==> src/rtl/pipe_pkg.sv <==
// Shared pipeline bus definitions: widths, ALU one-hot indices, opcodes and
// the bit layout of the decode-to-execute bus.
package pipe_pkg;

  localparam int FS_TO_DS_W = 65;
  localparam int BR_W       = 33;
  localparam int DS_TO_ES_W = 152;
  // {valid, is_load, gr_we, dest[4:0], value[31:0]}
  localparam int ES_FWD_W   = 40;
  // {valid, gr_we, dest[4:0], value[31:0]}
  localparam int MS_FWD_W   = 39;

  localparam int ALU_ADD  = 0;
  localparam int ALU_SUB  = 1;
  localparam int ALU_SLT  = 2;
  localparam int ALU_SLTU = 3;
  localparam int ALU_AND  = 4;
  localparam int ALU_NOR  = 5;
  localparam int ALU_OR   = 6;
  localparam int ALU_XOR  = 7;
  localparam int ALU_SLL  = 8;
  localparam int ALU_SRL  = 9;
  localparam int ALU_SRA  = 10;
  localparam int ALU_LUI  = 11;

  localparam logic [16:0] OP17_ADD_W  = 17'h00020;
  localparam logic [16:0] OP17_SUB_W  = 17'h00022;
  localparam logic [16:0] OP17_SLT    = 17'h00024;
  localparam logic [16:0] OP17_SLTU   = 17'h00025;
  localparam logic [16:0] OP17_NOR    = 17'h00028;
  localparam logic [16:0] OP17_AND    = 17'h00029;
  localparam logic [16:0] OP17_OR     = 17'h0002A;
  localparam logic [16:0] OP17_XOR    = 17'h0002B;
  localparam logic [16:0] OP17_SLLI_W = 17'h00081;
  localparam logic [16:0] OP17_SRLI_W = 17'h00089;
  localparam logic [16:0] OP17_SRAI_W = 17'h00091;
  localparam logic [9:0]  OP10_ADDI_W = 10'h00A;
  localparam logic [9:0]  OP10_LD_W   = 10'h0A2;
  localparam logic [9:0]  OP10_ST_W   = 10'h0A6;
  localparam logic [5:0]  OP6_JIRL    = 6'h13;
  localparam logic [5:0]  OP6_B       = 6'h14;
  localparam logic [5:0]  OP6_BL      = 6'h15;
  localparam logic [5:0]  OP6_BEQ     = 6'h16;
  localparam logic [5:0]  OP6_BNE     = 6'h17;
  localparam logic [6:0]  OP7_LU12I_W = 7'h0A;

  localparam int DS_ALU_LSB  = 140;
  localparam int DS_RJ_LSB   = 108;
  localparam int DS_RKD_LSB  = 76;
  localparam int DS_IMM_LSB  = 44;
  localparam int DS_SRC1_PC  = 43;
  localparam int DS_SRC2_IMM = 42;
  localparam int DS_DEST_LSB = 37;
  localparam int DS_GR_WE    = 36;
  localparam int DS_MEM_WE   = 35;
  localparam int DS_RES_MEM  = 34;
  localparam int DS_EX_ADEF  = 33;
  localparam int DS_EX_INE   = 32;
  localparam int DS_PC_LSB   = 0;

  typedef struct packed {
    logic        valid;
    logic        is_load;
    logic        gr_we;
    logic [4:0]  dest;
    logic [31:0] value;
  } es_fwd_t;

  typedef struct packed {
    logic        valid;
    logic        gr_we;
    logic [4:0]  dest;
    logic [31:0] value;
  } ms_fwd_t;

endpackage

==> src/rtl/regfile.sv <==
// 32x32 general register file: two asynchronous read ports, one synchronous
// write port, r0 reads as zero and ignores writes.
module regfile (
  input  logic        clk,
  input  logic        reset,
  input  logic [4:0]  raddr1_i,
  input  logic [4:0]  raddr2_i,
  output logic [31:0] rdata1_o,
  output logic [31:0] rdata2_o,
  input  logic        we_i,
  input  logic [4:0]  waddr_i,
  input  logic [31:0] wdata_i
);

  logic [31:0] rf_q [32];

  always_ff @(posedge clk or posedge reset) begin
    if (reset) begin
      for (int i = 0; i < 32; i++) rf_q[i] <= '0;
    end else if (we_i && (waddr_i != 5'd0)) begin
      rf_q[waddr_i] <= wdata_i;
    end
  end

  assign rdata1_o = (raddr1_i == 5'd0) ? 32'd0 : rf_q[raddr1_i];
  assign rdata2_o = (raddr2_i == 5'd0) ? 32'd0 : rf_q[raddr2_i];

endmodule

==> src/rtl/id_stage.sv <==
// LoongArch32 decode stage: holds one fetched instruction, decodes it, reads
// forwarded operands, resolves branches and stalls on load-use hazards.
module id_stage
  import pipe_pkg::*;
(
  input  logic                  clk,
  input  logic                  reset,
  input  logic                  fs_to_ds_valid,
  input  logic [FS_TO_DS_W-1:0] fs_to_ds_bus,
  output logic                  ds_allowin,
  output logic [BR_W-1:0]       br_collect,
  input  logic                  es_allowin,
  output logic                  ds_to_es_valid,
  output logic [DS_TO_ES_W-1:0] ds_to_es_bus,
  input  logic [ES_FWD_W-1:0]   es_fwd,
  input  logic [MS_FWD_W-1:0]   ms_fwd,
  input  logic                  rf_we,
  input  logic [4:0]            rf_waddr,
  input  logic [31:0]           rf_wdata
);

  logic        ds_valid_q, ds_valid_d;
  logic        adef_q, adef_d;
  logic [31:0] inst_q, inst_d, pc_q, pc_d;

  logic        ds_ready_go, br_taken, br_cond;
  logic [31:0] br_target;
  es_fwd_t     es;
  ms_fwd_t     ms;

  assign es = es_fwd_t'(es_fwd);
  assign ms = ms_fwd_t'(ms_fwd);

  function automatic logic [31:0] fwd_value(input logic [4:0] idx, input es_fwd_t e,
                                            input ms_fwd_t m, input logic we,
                                            input logic [4:0] waddr, input logic [31:0] wdata,
                                            input logic [31:0] rdata);
    if (idx == 5'd0)                                return 32'd0;
    else if (e.valid && e.gr_we && e.dest == idx)   return e.value;
    else if (m.valid && m.gr_we && m.dest == idx)   return m.value;
    else if (we && waddr == idx)                    return wdata;
    else                                            return rdata;
  endfunction

  assign ds_allowin     = ~ds_valid_q | (ds_ready_go & es_allowin);
  assign ds_to_es_valid = ds_valid_q & ds_ready_go;

  always_comb begin
    ds_valid_d = ds_valid_q;
    adef_d     = adef_q;
    inst_d     = inst_q;
    pc_d       = pc_q;
    if (ds_allowin) begin
      // A taken branch leaving now squashes the wrong-path pc+4 fetch.
      ds_valid_d = fs_to_ds_valid & ~br_taken;
      adef_d     = fs_to_ds_bus[64];
      inst_d     = fs_to_ds_bus[63:32];
      pc_d       = fs_to_ds_bus[31:0];
    end
  end

  always_ff @(posedge clk or posedge reset) begin
    if (reset) begin
      ds_valid_q <= 1'b0;
      adef_q     <= 1'b0;
      inst_q     <= '0;
      pc_q       <= '0;
    end else begin
      ds_valid_q <= ds_valid_d;
      adef_q     <= adef_d;
      inst_q     <= inst_d;
      pc_q       <= pc_d;
    end
  end

  logic [16:0] op17;
  logic [9:0]  op10;
  logic [6:0]  op7;
  logic [5:0]  op6;
  logic [4:0]  rd, rj_idx, rkd_idx;

  assign op17   = inst_q[31:15];
  assign op10   = inst_q[31:22];
  assign op7    = inst_q[31:25];
  assign op6    = inst_q[31:26];
  assign rd     = inst_q[4:0];
  assign rj_idx = inst_q[9:5];

  logic i_add, i_sub, i_slt, i_sltu, i_nor, i_and, i_or, i_xor;
  logic i_slli, i_srli, i_srai, i_addi, i_ld, i_st, i_lu12i;
  logic i_jirl, i_b, i_bl, i_beq, i_bne;
  logic is_3r, is_shi, inst_known, writes_rd, uses_rj, uses_rkd;

  assign i_add   = (op17 == OP17_ADD_W);
  assign i_sub   = (op17 == OP17_SUB_W);
  assign i_slt   = (op17 == OP17_SLT);
  assign i_sltu  = (op17 == OP17_SLTU);
  assign i_nor   = (op17 == OP17_NOR);
  assign i_and   = (op17 == OP17_AND);
  assign i_or    = (op17 == OP17_OR);
  assign i_xor   = (op17 == OP17_XOR);
  assign i_slli  = (op17 == OP17_SLLI_W);
  assign i_srli  = (op17 == OP17_SRLI_W);
  assign i_srai  = (op17 == OP17_SRAI_W);
  assign i_addi  = (op10 == OP10_ADDI_W);
  assign i_ld    = (op10 == OP10_LD_W);
  assign i_st    = (op10 == OP10_ST_W);
  assign i_lu12i = (op7  == OP7_LU12I_W);
  assign i_jirl  = (op6  == OP6_JIRL);
  assign i_b     = (op6  == OP6_B);
  assign i_bl    = (op6  == OP6_BL);
  assign i_beq   = (op6  == OP6_BEQ);
  assign i_bne   = (op6  == OP6_BNE);

  assign is_3r      = i_add | i_sub | i_slt | i_sltu | i_nor | i_and | i_or | i_xor;
  assign is_shi     = i_slli | i_srli | i_srai;
  assign inst_known = is_3r | is_shi | i_addi | i_ld | i_st | i_lu12i |
                      i_jirl | i_b | i_bl | i_beq | i_bne;
  assign writes_rd  = is_3r | is_shi | i_addi | i_ld | i_lu12i | i_jirl | i_bl;
  assign uses_rj    = is_3r | is_shi | i_addi | i_ld | i_st | i_jirl | i_beq | i_bne;
  assign uses_rkd   = is_3r | i_st | i_beq | i_bne;
  assign rkd_idx    = (i_st | i_beq | i_bne) ? rd : inst_q[14:10];

  logic [11:0] alu_op;
  always_comb begin
    alu_op           = '0;
    alu_op[ALU_ADD]  = i_add | i_addi | i_ld | i_st | i_jirl | i_bl;
    alu_op[ALU_SUB]  = i_sub;
    alu_op[ALU_SLT]  = i_slt;
    alu_op[ALU_SLTU] = i_sltu;
    alu_op[ALU_AND]  = i_and;
    alu_op[ALU_NOR]  = i_nor;
    alu_op[ALU_OR]   = i_or;
    alu_op[ALU_XOR]  = i_xor;
    alu_op[ALU_SLL]  = i_slli;
    alu_op[ALU_SRL]  = i_srli;
    alu_op[ALU_SRA]  = i_srai;
    alu_op[ALU_LUI]  = i_lu12i;
  end

  logic [31:0] si12, offs16, offs26, imm;
  assign si12   = {{20{inst_q[21]}}, inst_q[21:10]};
  assign offs16 = {{14{inst_q[25]}}, inst_q[25:10], 2'b00};
  assign offs26 = {{4{inst_q[9]}}, inst_q[9:0], inst_q[25:10], 2'b00};

  always_comb begin
    imm = '0;
    if (is_shi)                     imm = {27'd0, inst_q[14:10]};
    else if (i_addi | i_ld | i_st)  imm = si12;
    else if (i_lu12i)               imm = {inst_q[24:5], 12'd0};
    else if (i_jirl | i_bl)         imm = 32'd4;
  end

  logic [4:0]  dest;
  logic        gr_we;
  assign dest  = i_bl ? 5'd1 : (writes_rd ? rd : 5'd0);
  assign gr_we = writes_rd & (dest != 5'd0);

  logic [31:0] rf_rdata1, rf_rdata2, rj_value, rkd_value;

  regfile u_regfile (
    .clk      (clk),
    .reset    (reset),
    .raddr1_i (rj_idx),
    .raddr2_i (rkd_idx),
    .rdata1_o (rf_rdata1),
    .rdata2_o (rf_rdata2),
    .we_i     (rf_we),
    .waddr_i  (rf_waddr),
    .wdata_i  (rf_wdata)
  );

  assign rj_value  = fwd_value(rj_idx,  es, ms, rf_we, rf_waddr, rf_wdata, rf_rdata1);
  assign rkd_value = fwd_value(rkd_idx, es, ms, rf_we, rf_waddr, rf_wdata, rf_rdata2);

  // A load in EX has no value yet; wait until it reaches MEM.
  assign ds_ready_go = ~(es.valid & es.is_load & es.gr_we & (es.dest != 5'd0) &
                         ((uses_rj & (es.dest == rj_idx)) | (uses_rkd & (es.dest == rkd_idx))));

  assign br_cond  = i_b | i_bl | i_jirl |
                    (i_beq & (rj_value == rkd_value)) | (i_bne & (rj_value != rkd_value));
  assign br_taken = ds_valid_q & ds_ready_go & ~adef_q & br_cond;

  always_comb begin
    br_target = pc_q + offs16;
    if (i_b | i_bl)   br_target = pc_q + offs26;
    else if (i_jirl)  br_target = rj_value + offs16;
  end

  assign br_collect = {br_taken, br_taken ? br_target : 32'd0};

  assign ds_to_es_bus = {alu_op, rj_value, rkd_value, imm,
                         i_jirl | i_bl,
                         is_shi | i_addi | i_ld | i_st | i_lu12i | i_jirl | i_bl,
                         dest, gr_we, i_st, i_ld, adef_q, ~inst_known, pc_q};

endmodule

==> config.mk <==
export PLATFORM = sky130hd
export DESIGN_NAME = id_stage
export DESIGN_NICKNAME = d
export VERILOG_FILES = /design/src/rtl/pipe_pkg.sv /design/src/rtl/regfile.sv /design/src/rtl/id_stage.sv
export SDC_FILE = /design/constraint.sdc
export NUM_CORES = 2
export LEC_CHECK = 0
export BUFFER_PORTS_ARGS = -buffer_cell sky130_fd_sc_hd__buf_2
export CORE_ASPECT_RATIO = 1.1
export CORE_MARGIN = 3
export CORE_UTILIZATION = 59
export CTS_BUF_LIST = sky130_fd_sc_hd__clkbuf_8 sky130_fd_sc_hd__clkbuf_16
export CTS_CLUSTER_SIZE = 8
export DETAILED_ROUTE_END_ITERATION = 6
export PLACE_DENSITY = 0.78
export SKIP_LAST_GASP = 1
export SYNTH_ARGS = -nofsm -noshare
export SYNTH_HDL_FRONTEND = slang
export SYNTH_SLANG_ARGS = --single-unit
==> constraint.sdc <==
create_clock -name clk -period 46.1 [get_ports clk]
set_input_delay 4.61 -clock clk [delete_from_list [all_inputs] [get_ports clk]]
set_output_delay 4.61 -clock clk [all_outputs]
set_load 0.03 [all_outputs]
# [Word level (Yosys, flattened, before mapping)]
# Index checks and enable logic that the tools add are counted.
[totals] register_bits=1090 n_memories=0 latchBits=0 ram_bits=0 romBits=0 elab_cells=185
[classes] n_mux=27 n_eq_ne=28 bitwise=72 mul=0 div=0 shifts=0 n_reduce_logical=15 add_sub_neg=3 order_cmp=4
[op_table] cell="$bwmux W1024" count=1
[op_table] cell="$mux W32" count=19
[op_table] cell="$bmux W32 S5" count=2
[op_table] cell="$demux W32 S5" count=1
[op_table] cell="$eq A17 B6 Y1 const B" count=8
[op_table] cell="$add A32 B32 Y32" count=3
[op_table] cell="$eq A17 B8 Y1 const B" count=3
[op_table] cell="$or A1 B1 Y1" count=50
[op_table] cell="$eq A32 B32 Y1" count=1
[op_table] cell="$ne A32 B32 Y1" count=1
[op_table] cell="$eq A5 B5 Y1" count=6
[op_table] cell="$eq A6 B5 Y1 const B" count=5
[op_table] cell="$eq A10 B8 Y1 const B" count=2
[op_table] cell="$ge A6 B6 Y1 const B" count=3
[op_table] cell="$not A5 Y6" count=3
[op_table] cell="$mux W5" count=3
[op_table] cell="$reduce_bool A5 Y1" count=3
[op_table] cell="$and A1 B1 Y1" count=14
[op_table] cell="$eq A10 B4 Y1 const B" count=1
[op_table] cell="$logic_and A1 B1 Y1" count=10
[op_table] cell="$logic_not A5 Y1" count=2
[op_table] cell="$eq A7 B4 Y1 const B" count=1
[op_table] cell="$lt A6 B1 Y1 const B" count=1
[op_table] cell="$not A1 Y1" count=5
[op_table] cell="$mux W3" count=1

# [Longest topological paths before layout]
[logic_depth] word_depth=24 depth_mapped=30

# [Modules after synthesis]
# A second synthesis with hierarchy kept.
[unflattened] cells_unflattened=5251 hier_area_um2=66393.7
[by_module_without_submodules] mod="regfile" cells_per_inst=3614 instances=1 seq_area_each_um2=25624.6 area_per_inst_um2=54912.7
[by_module_without_submodules] mod="id_stage" cells_per_inst=1637 instances=1 seq_area_each_um2=1651.6 area_per_inst_um2=11481.0

# [Least setup slack after synthesis]
# OpenSTA, ideal clock, no wires.
[synth_path] path_type="in2out" start="in ms_fwd[33]" end="out br_collect[31]" required_time_ns=41.490 path_buffers=2 path_stages=23 t_arrival_ns=10.640 path_slack_ns=30.850 path_cell_list="xnor2_1 nand4_1 nor3_1 clkbuf_1 clkbuf_1 a21oi_1 a211oi_1 mux2_2 ha_1 a21o_1 a21oi_1 nor2b_1 a211o_1 a211oi_1 o31ai_1 o41a_1 nand2b_1 a31oi_1 a21o_1 a21oi_1 nand2b_1 o21ai_0 a2111oi_2"
[synth_via] elab_chain_len=11
[synth_lines] item="start: declaration" line_no="id_stage.sv:16" text="input logic [MS_FWD_W-1:0] ms_fwd,"
[synth_lines] item="$eq A5 B5 Y1 (*)" line_no="id_stage.sv:40" text="else if (m.valid && m.gr_we && m.dest == idx) return m.value;"
[synth_lines] item="$logic_and A1 B1 Y1 (*)" line_no="id_stage.sv:40"
[synth_lines] item="$mux W32 (*)" line_no="id_stage.sv:40"
[synth_lines] item="$mux W32 (*)" line_no="id_stage.sv:39" text="else if (e.valid && e.gr_we && e.dest == idx) return e.value;"
[synth_lines] item="$mux W32 (*)" line_no="id_stage.sv:38" text="if (idx == 5'd0) return 32'd0;"
[synth_lines] item="net ds_to_es_bus[117]" line_no="id_stage.sv:14" text="output logic [DS_TO_ES_W-1:0] ds_to_es_bus,"
[synth_lines] item="parallel branches: the longest is 5 deep, another holds $add A32 B32 Y32"
[synth_lines] item="$mux W32 (*)" line_no="id_stage.sv:190" text="assign br_collect = {br_taken, br_taken ? br_target : 32'd0};"
[synth_lines] item="end: declaration" line_no="id_stage.sv:11" text="output logic [BR_W-1:0] br_collect,"
# Mark *: on every way through the listed nets, which the timed path passes.

# [Worst setup path in the final report]
[layout_path] start="reg inst_q[23]" end="out br_collect[3]"
[layout_via] elab_chain_len=23
[layout_lines] item="start: declaration" line_no="id_stage.sv:24" text="logic [31:0] inst_q, inst_d, pc_q, pc_d;"
[layout_lines] item="start signal: assignment" line_no="id_stage.sv:71" text="inst_q <= inst_d;"
[layout_lines] item="parallel branches: the longest is 21 deep, another holds $bmux W32 S5"
[layout_lines] item="$and A1 B1 Y1 (*)" line_no="id_stage.sv:182" text="assign br_taken = ds_valid_q & ds_ready_go & ~adef_q & br_cond;"
[layout_lines] item="$mux W32 (*)" line_no="id_stage.sv:190"
# Mark *: on every way between the ends. The select of a mux whose other input is x is not followed.

==> flow_summary.toml <==
[power]
p_sw_mw = 1.167
p_clk_share_pct = 30.8
peakVddDrop_mv = 0.02887
p_leak_nw = 32.37
swShare_pct = 34.70
power_density_nw_per_um2 = 46.80
p_int_mw = 2.197
pwr-share-comb_pct = 30.9
pwr-share-seq_pct = 38.3

[synthesis]
synth_top_family_by_area = "multiplexers"
syn_area_um2 = 64860
synth-simple-area-share_pct = 10.02
async_reset_ff_share_pct = 100.0
synthTopCellsByArea = "dfrtp_1 (42%), mux2_2 (17%), mux4_2 (11%)"
syn-num-nets = 6000
synth.distinct_cells = 87
synth.area.mux_share_pct = 34.07
yosysTopAreaCell = "dfrtp_1"
synthXorXnorAreaFrac_pct = 1.134
synth_cells = 5754
synth-seq-area-share_pct = 42.05
synth_flop_cell = "dfrtp_1"
ys_warn_count = 0
synth.avg_cell_area_um2 = 11.27
synth-compound-area-share_pct = 7.647
synth.ff_latch_count = 1090
synthAdderAreaFrac_pct = 1.181
synth-edff-count = 0
synth_top_area_share_pct = 42.05

[grt]
grtUsageMet1_pct = 50.60
grt_usage_pct = 42.55
grt_max_degree = 181
grtUsageMet2_pct = 62.79
antenna_found_initial = 37
busiest_layer = "met2"
grt_pass1_vias = 52420
grt-ovfl-total = 0
grt_pass1_wl_mm = 355.2
grt_util_met3_pct = 14.10

[setup_path]
cp_max_fo = 54
critical_path_class = "reg2out"
cp.arrival_ps = 11870
endpoint = "br_collect[3]"
reg2reg_slack_ps = 35570
end_kind = "output pin"
r2r_start = "inst_q[23]"
startpoint_type = "register"
cp.required_ps = 41490
r2r_cells = 21
worstReg2RegEnd = "ds_valid_q"
critPathLaunch = "inst_q[23]"

[layout]
finish.utilization_pct = 66.47
final_layout_size_suffix_gt1_share_pct = 35.06
final_area_um2 = 71890
final_nets = 6106
final_cell_count_no_fill = 7309
area_delta_synth_final_pct = 10.84

[clock_tree]
cts_sinks = 1090
cts_hold_buffers = 0
clk_latency_ps = 780
cts_tree = "yes"
postCtsSetupRepairBufs = 0
clock-root-buffer = "clkbuf_16"
path_clk_slew_ps = 50
htree_levels = 4
cts_buffers = 155
cts_resized = 0
clk_path_buf_depth = 3

[hold_path]
hold_class = "reg2reg"

[sta]
timing.setup.tns_ps = 0
final_hold_viol_count = 0
skew_ps = 29.73
tightest_slew_ps = 1291
fin_crit_ps = 16480
fin_crit_sh_pct = 35.74
maxSlewViolCount = 0
fmax_mhz = 60.69
setup_ws_ps = 29620
rsz0062_at_grt = "false"
finalSetupViolCount = 0
slew_headroom_pct = 11.73

[die]
rows = 126
core-area_um2 = 108100
die_area_um2 = 114000
fp.dieW_um = 322.1
initial_core_util_pct = 59.98
die_h_um = 353.8
boundaryPins = 373

[route]
via_per_inst = 7.268
final_antenna_net_count = 0
dr.first_iter.drc_count = 6959
vias = 53130
drtPass1Iterations = 7
routed_wl_mm = 245.1
drc = 4
wl_per_cell_um = 33.53

[placement]
postPlaceCellArea_um2 = 67640
gp_congestion = 1.001
post-place-ws_ps = 30070
io_buffers = 372
dp_cells = 7111
dpl.hpwl_mm = 153.6

[outcome]
violations = "design-rule violations"
status = "finished with violations"

[job]
drv_cap = 0
-- flip-flops by register name, summed over array words and instances, names as in the netlist --
signal and count:
inst_q 32, u_regfile.rf_q 1024, pc_q 32, ds_valid_q 1, adef_q 1
-- synthesized netlist by cell type (20+ instances only) --
master and instances:
and2_1 23, nand4_1 31, o2111ai_1 40, or4_1 25
nand3_1 255, nand2_1 742, a211oi_1 44, mux2_2 973
mux2i_1 402, and3_1 31, buf_2 88, ha_1 58
inv_1 60, a21oi_1 208, o21ai_0 175, buf_1 77
a21o_1 23, xor2_1 29, o211ai_1 43, dfrtp_1 1090
nor3_1 30, clkbuf_1 376, o22ai_1 72, or3_1 20
nor2_1 176, xnor2_1 55, nor4_1 23, mux4_2 316
-- cell families (layout without fill, tap and decap cells) --
family | count (synthesis) | after routing
buffers and inverters | 622 | 750
adders and majority gates | 60 | 60
other | 0 | 19
xor gates and xnor gates | 84 | 84
and+or+nand+nor | 1442 | 1442
AOI/OAI and AO/OA | 765 | 765
DFF | 1090 | 1090
muxes | 1691 | 1691
-- how the worst min path moves through the flow --
stage	startpoint	to	slack, ps	depth (start not counted)
6_report	u_regfile.rf_q[997]	u_regfile.rf_q[997]	400	0
5_1_grt	u_regfile.rf_q[1000]	u_regfile.rf_q[1000]	410	0
4_1_cts	u_regfile.rf_q[997]	u_regfile.rf_q[997]	400	0
2_1_floorplan	u_regfile.rf_q[1011]	u_regfile.rf_q[1011]	450	1
3_5_place_dp	u_regfile.rf_q[1015]	u_regfile.rf_q[1015]	390	0
3_3_place_gp	u_regfile.rf_q[1005]	u_regfile.rf_q[1005]	380	0
-- worst max-delay path, stage by stage (launching register included) --
cell and delay, ps:
dfrtp_1 640, or4b_4 560, or4_1 580, inv_1 620, o211a_4 650, buf_4 720, buf_4 810, buf_4 570
buf_4 660, nand2_1 130, a32o_1 300, nor4_1 330, buf_4 240, nor3_1 70, a211oi_1 460, xor2_1 130
a2111oi_0 950, nand4_1 210, o311ai_1 330, nand3_2 640, a21oi_1 950, buf_2 330
-- cell type report --
type                    count  area, um2
clock inverters            17      196.4
multi-input cells        4042      35360
clock buffers             162       4009
well taps                1408       1762
flip-flops and latches   1090      27290
inverters                  61      236.5
diodes                     19      47.55
fillers                  7965      36260
repair buffers            510       2985
-- stage by stage --
step	power, mW	hold WS (ps)
after global placement	2.263	381.9
final	3.364	396.4
after floorplan	1.964	445.5
after detailed placement	2.297	385.6
after global routing	3.475	409.3
after CTS	3.332	398.2
-- power by group through the flow --
stage,Sequential (mW),Combinational [mW],Clock [mW]
final,1.29,1.04,1.03
after global routing,1.31,1.09,1.08
after CTS,1.28,1.01,1.04
after detailed placement,1.29,1.01,0
after global placement,1.28,0.986,0
after floorplan,1.25,0.715,0
-- per-layer routing --
metal	up-vias	share of wire, %
met1	26440	34
met2	4086	44
met5	-	0.066
met3	1209	13
li1	21370	-
met4	24	9.6
-- cells in the final DEF (no fill, tap or decap), drive strengths merged, types with 11 or more instances in the layout --
cell type / netlist / final
mux2i: 402 / 402
a31oi: 16 / 16
nand3: 256 / 256
diode: 0 / 19
a2111oi: 13 / 13
o21ai: 178 / 178
or4: 25 / 25
or3: 20 / 20
xnor2: 55 / 55
ha: 58 / 58
dfrtp: 1090 / 1090
and2: 23 / 23
nor2: 177 / 177
o22ai: 72 / 72
nor2b: 17 / 17
buf: 184 / 510
o2111ai: 40 / 40
o211ai: 44 / 44
a21oi: 208 / 208
nand4: 31 / 31
nor4: 24 / 24
a32o: 13 / 13
mux4: 316 / 316
inv: 61 / 73
nor3b: 12 / 12
nand2b: 13 / 13
a32oi: 14 / 14
xor2: 29 / 29
a211oi: 45 / 45
nand2: 742 / 742
and3: 31 / 31
nand3b: 11 / 11
mux2: 973 / 973
or2: 13 / 13
a21o: 23 / 23
nor3: 31 / 31
clkbuf: 377 / 162
(Power assumes the default switching activity.)
